$ cat src/rtl/rv32i_pkg.sv
// Shared RV32I decode constants: base opcodes, immediate-format codes,
// decode-stage buffer state codes and the buffered entry layout.
package rv32i_pkg;

  // Base RV32I major opcodes (instr[6:0])
  localparam logic [6:0] OPC_LOAD     = 7'b0000011;
  localparam logic [6:0] OPC_OP_IMM   = 7'b0010011;
  localparam logic [6:0] OPC_JALR     = 7'b1100111;
  localparam logic [6:0] OPC_MISC_MEM = 7'b0001111;
  localparam logic [6:0] OPC_SYSTEM   = 7'b1110011;
  localparam logic [6:0] OPC_STORE    = 7'b0100011;
  localparam logic [6:0] OPC_BRANCH   = 7'b1100011;
  localparam logic [6:0] OPC_LUI      = 7'b0110111;
  localparam logic [6:0] OPC_AUIPC    = 7'b0010111;
  localparam logic [6:0] OPC_JAL      = 7'b1101111;
  localparam logic [6:0] OPC_OP       = 7'b0110011;

  // Imm_op encoding understood by Imm_Gen
  localparam logic [2:0] IMM_NONE = 3'b000;
  localparam logic [2:0] IMM_I    = 3'b001;
  localparam logic [2:0] IMM_S    = 3'b010;
  localparam logic [2:0] IMM_B    = 3'b011;
  localparam logic [2:0] IMM_U    = 3'b100;
  localparam logic [2:0] IMM_J    = 3'b101;

  // Output buffer occupancy: no entry, main only, main + skid
  localparam logic [1:0] EMPTY = 2'b00;
  localparam logic [1:0] BUSY  = 2'b01;
  localparam logic [1:0] FULL  = 2'b10;

  // One decoded entry (PC is carried separately because its width is a parameter)
  typedef struct packed {
    logic [31:0] instr;
    logic [31:0] imm;
    logic [2:0]  imm_op;
    logic        illegal;
  } entry_t;

endpackage

$ cat src/rtl/Imm_Gen.sv
// Immediate generator: assembles the sign-extended 32-bit immediate of the
// format selected by Imm_op. The opcode field is not needed here.
module Imm_Gen
  import rv32i_pkg::*;
(
  input  logic [31:0] instruction,
  input  logic [2:0]  Imm_op,
  output logic [31:0] imm_out
);

  logic unused_opcode;
  assign unused_opcode = ^instruction[6:0];

  // Format-dependent bit gathering with sign extension from instr[31]
  always_comb begin
    imm_out = 32'h0;
    case (Imm_op)
      IMM_I: imm_out = {{20{instruction[31]}}, instruction[31:20]};
      IMM_S: imm_out = {{20{instruction[31]}}, instruction[31:25], instruction[11:7]};
      IMM_B: imm_out = {{19{instruction[31]}}, instruction[31], instruction[7],
                        instruction[30:25], instruction[11:8], 1'b0};
      IMM_U: imm_out = {instruction[31:12], 12'h000};
      IMM_J: imm_out = {{11{instruction[31]}}, instruction[31], instruction[19:12],
                        instruction[20], instruction[30:21], 1'b0};
      default: imm_out = 32'h0;
    endcase
  end

endmodule

$ cat src/rtl/imm_op_decode.sv
// Combinational opcode classifier: maps instr[6:0] onto the Imm_op code and
// flags opcodes outside the RV32I base set (they still flow downstream).
module imm_op_decode
  import rv32i_pkg::*;
(
  input  logic [6:0] opcode,
  output logic [2:0] imm_op,
  output logic       illegal
);

  // Opcode lookup; unknown opcodes get no immediate and the illegal flag
  always_comb begin
    imm_op  = IMM_NONE;
    illegal = 1'b0;
    case (opcode)
      OPC_LOAD, OPC_OP_IMM, OPC_JALR,
      OPC_MISC_MEM, OPC_SYSTEM:  imm_op = IMM_I;
      OPC_STORE:                 imm_op = IMM_S;
      OPC_BRANCH:                imm_op = IMM_B;
      OPC_LUI, OPC_AUIPC:        imm_op = IMM_U;
      OPC_JAL:                   imm_op = IMM_J;
      OPC_OP:                    imm_op = IMM_NONE;
      default:                   illegal = 1'b1;
    endcase
  end

endmodule

$ cat src/rtl/id_imm_sequencer.sv
// Decode-stage front end: decodes the immediate of each accepted instruction
// and holds it in a main + skid output buffer toward EX, with flush and a
// saturating back-pressure counter.
module id_imm_sequencer
  import rv32i_pkg::*;
#(
  parameter int PC_W        = 32,
  parameter int STALL_CNT_W = 16
) (
  input  logic                   clk,
  input  logic                   rst_n,
  input  logic                   flush,
  input  logic                   in_valid,
  output logic                   in_ready,
  input  logic [31:0]            in_instr,
  input  logic [PC_W-1:0]        in_pc,
  output logic                   out_valid,
  input  logic                   out_ready,
  output logic [31:0]            out_instr,
  output logic [PC_W-1:0]        out_pc,
  output logic [31:0]            out_imm,
  output logic [2:0]             out_imm_op,
  output logic                   out_illegal,
  output logic [STALL_CNT_W-1:0] stall_cnt
);

  logic [2:0]  dec_imm_op;
  logic        dec_illegal;
  logic [31:0] dec_imm;
  entry_t      new_entry;

  logic [1:0]             state_q, state_d;
  logic                   in_ready_q, in_ready_d;
  entry_t                 main_q, main_d, skid_q, skid_d;
  logic [PC_W-1:0]        main_pc_q, main_pc_d, skid_pc_q, skid_pc_d;
  logic [STALL_CNT_W-1:0] stall_cnt_q, stall_cnt_d;

  logic in_fire;

  imm_op_decode u_decode (
    .opcode  (in_instr[6:0]),
    .imm_op  (dec_imm_op),
    .illegal (dec_illegal)
  );

  Imm_Gen u_imm_gen (
    .instruction (in_instr),
    .Imm_op      (dec_imm_op),
    .imm_out     (dec_imm)
  );

  assign new_entry = '{instr: in_instr, imm: dec_imm, imm_op: dec_imm_op, illegal: dec_illegal};
  assign in_fire   = in_valid & in_ready_q;

  // Buffer FSM, data steering, registered ready and stall counting
  always_comb begin
    state_d     = state_q;
    main_d      = main_q;
    main_pc_d   = main_pc_q;
    skid_d      = skid_q;
    skid_pc_d   = skid_pc_q;
    stall_cnt_d = stall_cnt_q;

    case (state_q)
      EMPTY: begin
        if (in_fire) begin
          state_d   = BUSY;
          main_d    = new_entry;
          main_pc_d = in_pc;
        end
      end
      BUSY: begin
        if (in_fire && out_ready) begin
          main_d    = new_entry;
          main_pc_d = in_pc;
        end else if (in_fire) begin
          state_d   = FULL;
          skid_d    = new_entry;
          skid_pc_d = in_pc;
        end else if (out_ready) begin
          state_d = EMPTY;
        end
      end
      FULL: begin
        // in_ready is low here, so no new entry can arrive this cycle
        if (out_ready) begin
          state_d   = BUSY;
          main_d    = skid_q;
          main_pc_d = skid_pc_q;
        end
      end
      default: state_d = EMPTY;
    endcase

    // Flush only has to drop occupancy; stale data in main/skid is never exposed
    if (flush) begin
      state_d = EMPTY;
    end

    in_ready_d = (state_d != FULL);

    if ((state_q != EMPTY) && !out_ready && !(&stall_cnt_q)) begin
      stall_cnt_d = stall_cnt_q + {{(STALL_CNT_W-1){1'b0}}, 1'b1};
    end
  end

  // State, buffer and counter registers with asynchronous clear
  always_ff @(posedge clk or negedge rst_n) begin
    if (!rst_n) begin
      state_q     <= EMPTY;
      in_ready_q  <= 1'b1;
      main_q      <= '0;
      main_pc_q   <= '0;
      skid_q      <= '0;
      skid_pc_q   <= '0;
      stall_cnt_q <= '0;
    end else begin
      state_q     <= state_d;
      in_ready_q  <= in_ready_d;
      main_q      <= main_d;
      main_pc_q   <= main_pc_d;
      skid_q      <= skid_d;
      skid_pc_q   <= skid_pc_d;
      stall_cnt_q <= stall_cnt_d;
    end
  end

  assign in_ready    = in_ready_q;
  assign out_valid   = (state_q != EMPTY);
  assign out_instr   = main_q.instr;
  assign out_pc      = main_pc_q;
  assign out_imm     = main_q.imm;
  assign out_imm_op  = main_q.imm_op;
  assign out_illegal = main_q.illegal;
  assign stall_cnt   = stall_cnt_q;

endmodule
$ cat config.mk
export PLATFORM = sky130hd
export DESIGN_NAME = id_imm_sequencer
export DESIGN_NICKNAME = d
export VERILOG_FILES = /design/src/rtl/rv32i_pkg.sv /design/src/rtl/Imm_Gen.sv /design/src/rtl/imm_op_decode.sv /design/src/rtl/id_imm_sequencer.sv
export SDC_FILE = /design/constraint.sdc
export NUM_CORES = 1
export LEC_CHECK = 0
export ABC_AREA = 1
export BUFFER_PORTS_ARGS = -buffer_cell sky130_fd_sc_hd__buf_2
export CORE_MARGIN = 2
export CORE_UTILIZATION = 60
export CTS_CLUSTER_SIZE = 40
export DETAILED_ROUTE_END_ITERATION = 8
export PLACE_DENSITY_LB_ADDON = 0.15
export SKIP_LAST_GASP = 1
export SYNTH_ARGS = -nofsm -noshare
export SYNTH_HDL_FRONTEND = slang
export SYNTH_SLANG_ARGS = --single-unit
$ cat constraint.sdc
create_clock -name clk -period 4.2 [get_ports clk]
set_input_delay 0.84 -clock clk [delete_from_list [all_inputs] [get_ports clk]]
set_output_delay 0.84 -clock clk [all_outputs]
set_load 0.005 [all_outputs]
=== Word-level counts from Yosys, hierarchy flattened ===
Cells that the tools add are included.

* Bits in registers: 219
* Input bits: 69

* Add/sub/neg operators: 1
* Eq/ne operators: 22
* Multiplexer cells: 18
* Bitwise gates (word level): 2
* Reductions and logical operators: 14

{| class="wikitable"
|+ Operators by type and width
! operator !! number
|-
| 2-to-1 mux 68 bit || 3
|-
| case mux 68 bit (3 select lines) || 1
|-
| case mux 32 bit (5 select lines) || 1
|-
| 2-to-1 mux 32 bit || 3
|-
| case mux 32 bit (3 select lines) || 1
|-
| equality test 7 bit, second input constant || 4
|-
| equality test 7 x 6 -> 1 bit, second input constant || 3
|-
| adder 16 x 1 -> 16 bit, second input constant || 1
|-
| AND reduction 16 bit || 1
|-
| case mux 3 bit (5 select lines) || 1
|-
| equality test 7 x 5 -> 1 bit, second input constant || 2
|-
| 2-to-1 mux 2 bit || 6
|-
| OR reduction 11 bit || 1
|-
| != test 2 bit, second input constant || 4
|-
| equality test 7 x 2 -> 1 bit, second input constant || 1
|-
| equality test 7 x 4 -> 1 bit, second input constant || 1
|-
| equality test 3 x 2 -> 1 bit, second input constant || 2
|-
| equality test 3 bit, second input constant || 2
|-
| case mux 2 bit (3 select lines) || 1
|-
| OR reduction 5 bit || 1
|-
| AND reduction 4 bit || 1
|-
| equality test 3 x 1 -> 1 bit, second input constant || 1
|-
| logical AND 1 bit || 3
|-
| AND reduction 3 bit || 1
|-
| 10 further kinds || 11
|}

=== Depth between registers and ports, before layout ===
* Word-level depth: 7
* Depth in mapped cells: 11
* Mapped depth without buffers: 11

=== By module ===
From an unflattened synthesis, not the netlist that was laid out.

* Cells, all modules: 1262
* Area, all modules: 10536.4 µm²

{| class="wikitable"
|+ By module, submodules not included
! module !! area an instance (µm²) !! seq. area each (µm²) !! cells an instance !! times used
|-
| id_imm_sequencer || 9942.0 || 5481.5 || 1136 || 1
|-
| Imm_Gen || 452.9 || 0.0 || 92 || 1
|-
| imm_op_decode || 141.4 || 0.0 || 34 || 1
|}

=== Least setup slack after synthesis ===
OpenSTA, ideal clock, no wires.

* Kind: input -> register
* Start: input in_instr[0]
* End: register skid_q[22] (netlist name)
* Required time: 4.117 ns
* Path slack: 2.301 ns
* Arrival time: 1.816 ns
* Cell stages on the path: 9
* Path buffers: 1
* Cells stage by stage: nand2_1 nor3_4 nand2_1 inv_1 nand2_2 buf_2 nand3_1 nand2_1 o21ai_0

* Longest elaborated chain between the ends: 5
* Elaborated cells on any way between the ends: 19
* Classes of those cells: eq/ne (15); mux (2); reduce/logical (2)

{| class="wikitable"
|+ Ends and longest elaborated chain
! what !! RTL line !! RTL
|-
| start, declared || id_imm_sequencer.sv:15 || <nowiki>input logic [31:0] in_instr,</nowiki>
|-
| equality test 7 x 2 -> 1 bit, or another cell as far along || imm_op_decode.sv:15 || <nowiki>case (opcode)</nowiki>
|-
| OR reduction 5 bit / OR reduction 2 bit (equally long branches) || - ||
|-
| case mux 3 bit (5 select lines) * || imm_op_decode.sv:15 ||
|-
| equality test 3 bit, or another cell as far along || Imm_Gen.sv:17 || <nowiki>case (Imm_op)</nowiki>
|-
| case mux 32 bit (5 select lines) * || Imm_Gen.sv:17 ||
|-
| end signal, assigned || id_imm_sequencer.sv:122 || <nowiki>skid_q <= skid_d;</nowiki>
|-
| end, declared || id_imm_sequencer.sv:34 || <nowiki>entry_t main_q, main_d, skid_q, skid_d;</nowiki>
|}

Every way passes the cells marked *; elsewhere a longest branch is shown, timed or not.
A chain may end at the register's enable or synchronous reset.

=== Final worst setup path ===
* Start: input in_instr[0]
* End: register skid_q[24] (netlist name)

The elaborated chain is that of the path after synthesis.

==> results.py <==
metrics = {
    "detailed_routing": {
        "top_layer": "met4",
        "wl_met3_mm": 1.70,
        "first_pass_iters": 6,
        "final_antenna_net_count": 0,
        "vias": 9057,
        "via_per_inst": 5.42,
        "wl_per_cell_um": 15.1,
        "wl_met2_mm": 11.6,
        "drt_iter0_markers": 619,
        "drc": 0,
        "wl_met1_mm": 11.3,
        "routed_wl_mm": 25.2,
    },
    "finish": {
        "final_area_um2": 11800,
        "n_fill_cell": 1309,
        "fin_nets": 1503,
        "final_cells": 1671,
        "areaGrowthSynthToFinish_pct": 17.0,
        "drive_above_1_share_pct": 16.9,
        "postLayoutCoreUtil_pct": 71.6,
    },
    "placed_design": {
        "dpl.hpwl_mm": 15.8,
        "port_buffers": 186,
        "dpl-instance-area_um2": 11100,
        "gp_congestion": 0.851,
        "pre_cts_ws_ps": 940,
        "placed_cells": 1628,
    },
    "clock_tree": {
        "cts.sinks": 219,
        "cts_htree_levels": 1,
        "cts_tree": "yes",
        "clk_latency_ps": 520,
        "cts-root-buf": "clkbuf_16",
        "postCtsResizedCells": 0,
        "numCtsBuffers": 23,
        "cts_max_path_buffers": 3,
        "cts_setup_buffers": 0,
        "hold_buffers": 0,
        "clkSlewWorstSetupHoldPaths_ps": 60,
    },
    "yosys": {
        "synthesis.area_um2": 10100,
        "ys_ff_latch": 219,
        "netlist_instances": 1284,
        "yosysSeqAreaShare_pct": 54.2,
        "synth_nets": 1354,
        "ys_types": 29,
        "syn_avg_cell_area_um2": 7.87,
        "yosys_warnings": 0,
    },
    "worst_hold_path": {
        "hp-class": "input pin to async pin",
    },
    "grt": {
        "antenna_found_initial": 3,
        "grt_pass1_wl_mm": 41.2,
        "grt_pass1_vias": 8421,
        "grt_overflow": 0,
        "track_usage_pct": 28.1,
        "grt_max_degree": 114,
    },
    "timing": {
        "slew_viol_final": 0,
        "worst_hold_slack_ps": 379,
        "relSlewSlack_pct": 22.4,
        "skew_ps": 22.1,
        "tns_ps": 0,
        "min_period_over_period_pct": 65.7,
        "timing.final.crit_period_ps": 2760,
        "rsz0062_at_grt": "no",
        "worstMarginPinSlew_ps": 1160,
        "max_freq_mhz": 363,
        "finalHoldViolCount": 0,
        "setup_ws_ps": 1440,
        "finalSetupViolations": 0,
    },
    "floorplan": {
        "rows": 47,
        "design.core.area_um2": 16500,
        "die_y_um": 134,
        "die_w_um": 134,
        "start_util_pct": 61.2,
        "pin_count": 187,
        "dieArea_um2": 17900,
    },
    "job": {
        "maxCapViolCount": 0,
    },
    "critical_path": {
        "critPathKind": "input pin to flip-flop",
        "required_ps": 4550,
        "cp.arrival_ps": 3100,
        "crit_path_max_fanout": 22,
        "end_kind": "flip-flop",
        "startpoint_type": "input pin",
    },
    "outcome": {
        "outcome": "finished, final reports clean",
    },
    "pwr": {
        "p_leak_nw": 6.27,
        "p_total_mw": 5.80,
        "cellPowerDensity_nw_per_um2": 490,
        "vdd_drop_max_mv": 0.330,
    },
}
==> Yosys cell counts, drive strengths merged <==
cell type | number | share of area, %
a21oi | 34 | 1.7
a211oi | 1 | 0.074
dfrtp | 218 | 54
nand3 | 64 | 3.2
xnor2 | 3 | 0.26
nor2 | 121 | 4.6
ha | 1 | 0.12
nor3 | 10 | 0.61
inv | 71 | 2.6
a31oi | 68 | 4.2
buf | 39 | 1.9
o31ai | 1 | 0.074
nand4 | 21 | 1.3
nor3b | 1 | 0.074
xor2 | 12 | 1.0
nand2 | 515 | 19
o211ai | 1 | 0.074
dfstp | 1 | 0.26
clkbuf | 36 | 1.3
o21ai | 65 | 3.3
o311a | 1 | 0.099
==> critical path: stages <==
cell and delay, ps:
buf_2 120, nand2_1 200, nor3_4 50, buf_4 190
nand2_1 90, nand3_1 370, nand2_1 600, buf_4 350
nand3_1 110, nand2_1 90, o21ai_0 90
==> final cells by class <==
type,instances,area [um2],area share [%]
timing repair buffer,199,1050,8.89
tap,220,275,2.33
sequential,219,5480,46.4
clock inverter,5,53.8,0.455
multi-input combinational,919,4030,34.1
inverter,71,272,2.30
clock buffer,35,651,5.50
antenna,3,7.51,0.0635
==> worst paths after layout <==
check                                  from  slack, ps            to  depth (start not counted)
min in group clk                out_imm[10]        470   out_imm[10]                          2
worst max-delay path            in_instr[0]       1440    skid_q[24]                         11
worst min register to register  out_imm[10]        470   out_imm[10]                          2
max in group asynchronous             rst_n       2850  out_instr[3]                          2
worst min-delay path                  rst_n        380  stall_cnt[2]                          1
worst max register to register     in_ready       2000    skid_q[32]                          8
==> state kept, by name, indices dropped and copies added (netlist names) <==
register     count
skid_q          68
out_imm         32
out_instr       32
out_pc          32
skid_pc_q       32
stall_cnt       16
out_imm_op       3
state_q          2
in_ready         1
out_illegal      1
==> metal layers <==
layer  vias to the layer above  track usage (%)
li1                       4421                -
met1                      4288             40.6
met2                       300             44.5
met3                        48             4.61
met4                         0             7.98
met5                         -                0
==> layout by cell type (no fill, tap or decap) <==
cell and count:
nand2_1 512, dfrtp_1 218, buf_2 185, nor2_1 119, a31oi_1 68, inv_1 64
nand3_1 64, o21ai_0 57, a21oi_1 34, clkbuf_16 23, nand4_1 21, xor2_1 12
buf_4 12, nor3_1 9, clkbuf_1 9, o21ai_1 7, clkinv_2 5, inv_2 4
diode_2 3, nand2_2 3, xnor2_1 3, clkbuf_8 3, nor2_2 1, o311a_1 1
a211oi_1 1, nor2_4 1, o21ai_4 1, inv_4 1, nor3_4 1, nor3b_1 1
o31ai_1 1, o211ai_1 1, ha_1 1, inv_6 1, bufinv_16 1, dfstp_2 1
buf_8 1, buf_12 1
==> power by group <==
part | leakage [nW] | internal [mW] | switching [mW]
registers | 2.73 | 2.55 | 0.256
clock network | 0.346 | 1.13 | 0.803
logic | 3.19 | 0.435 | 0.626
total | 6.27 | 4.11 | 1.68
==> cells by family (layout without fill, tap and decap cells) <==
family	after synthesis	after routing	share of synthesized area, %
buf+inv	146	310	5.88
xor+xnor	15	15	1.30
flops	219	219	54.2
fa+ha+maj	1	1	0.124
other cells	0	3	0
simple gates	732	732	28.9
compound gates	171	171	9.54
(Power assumes the default switching activity.)
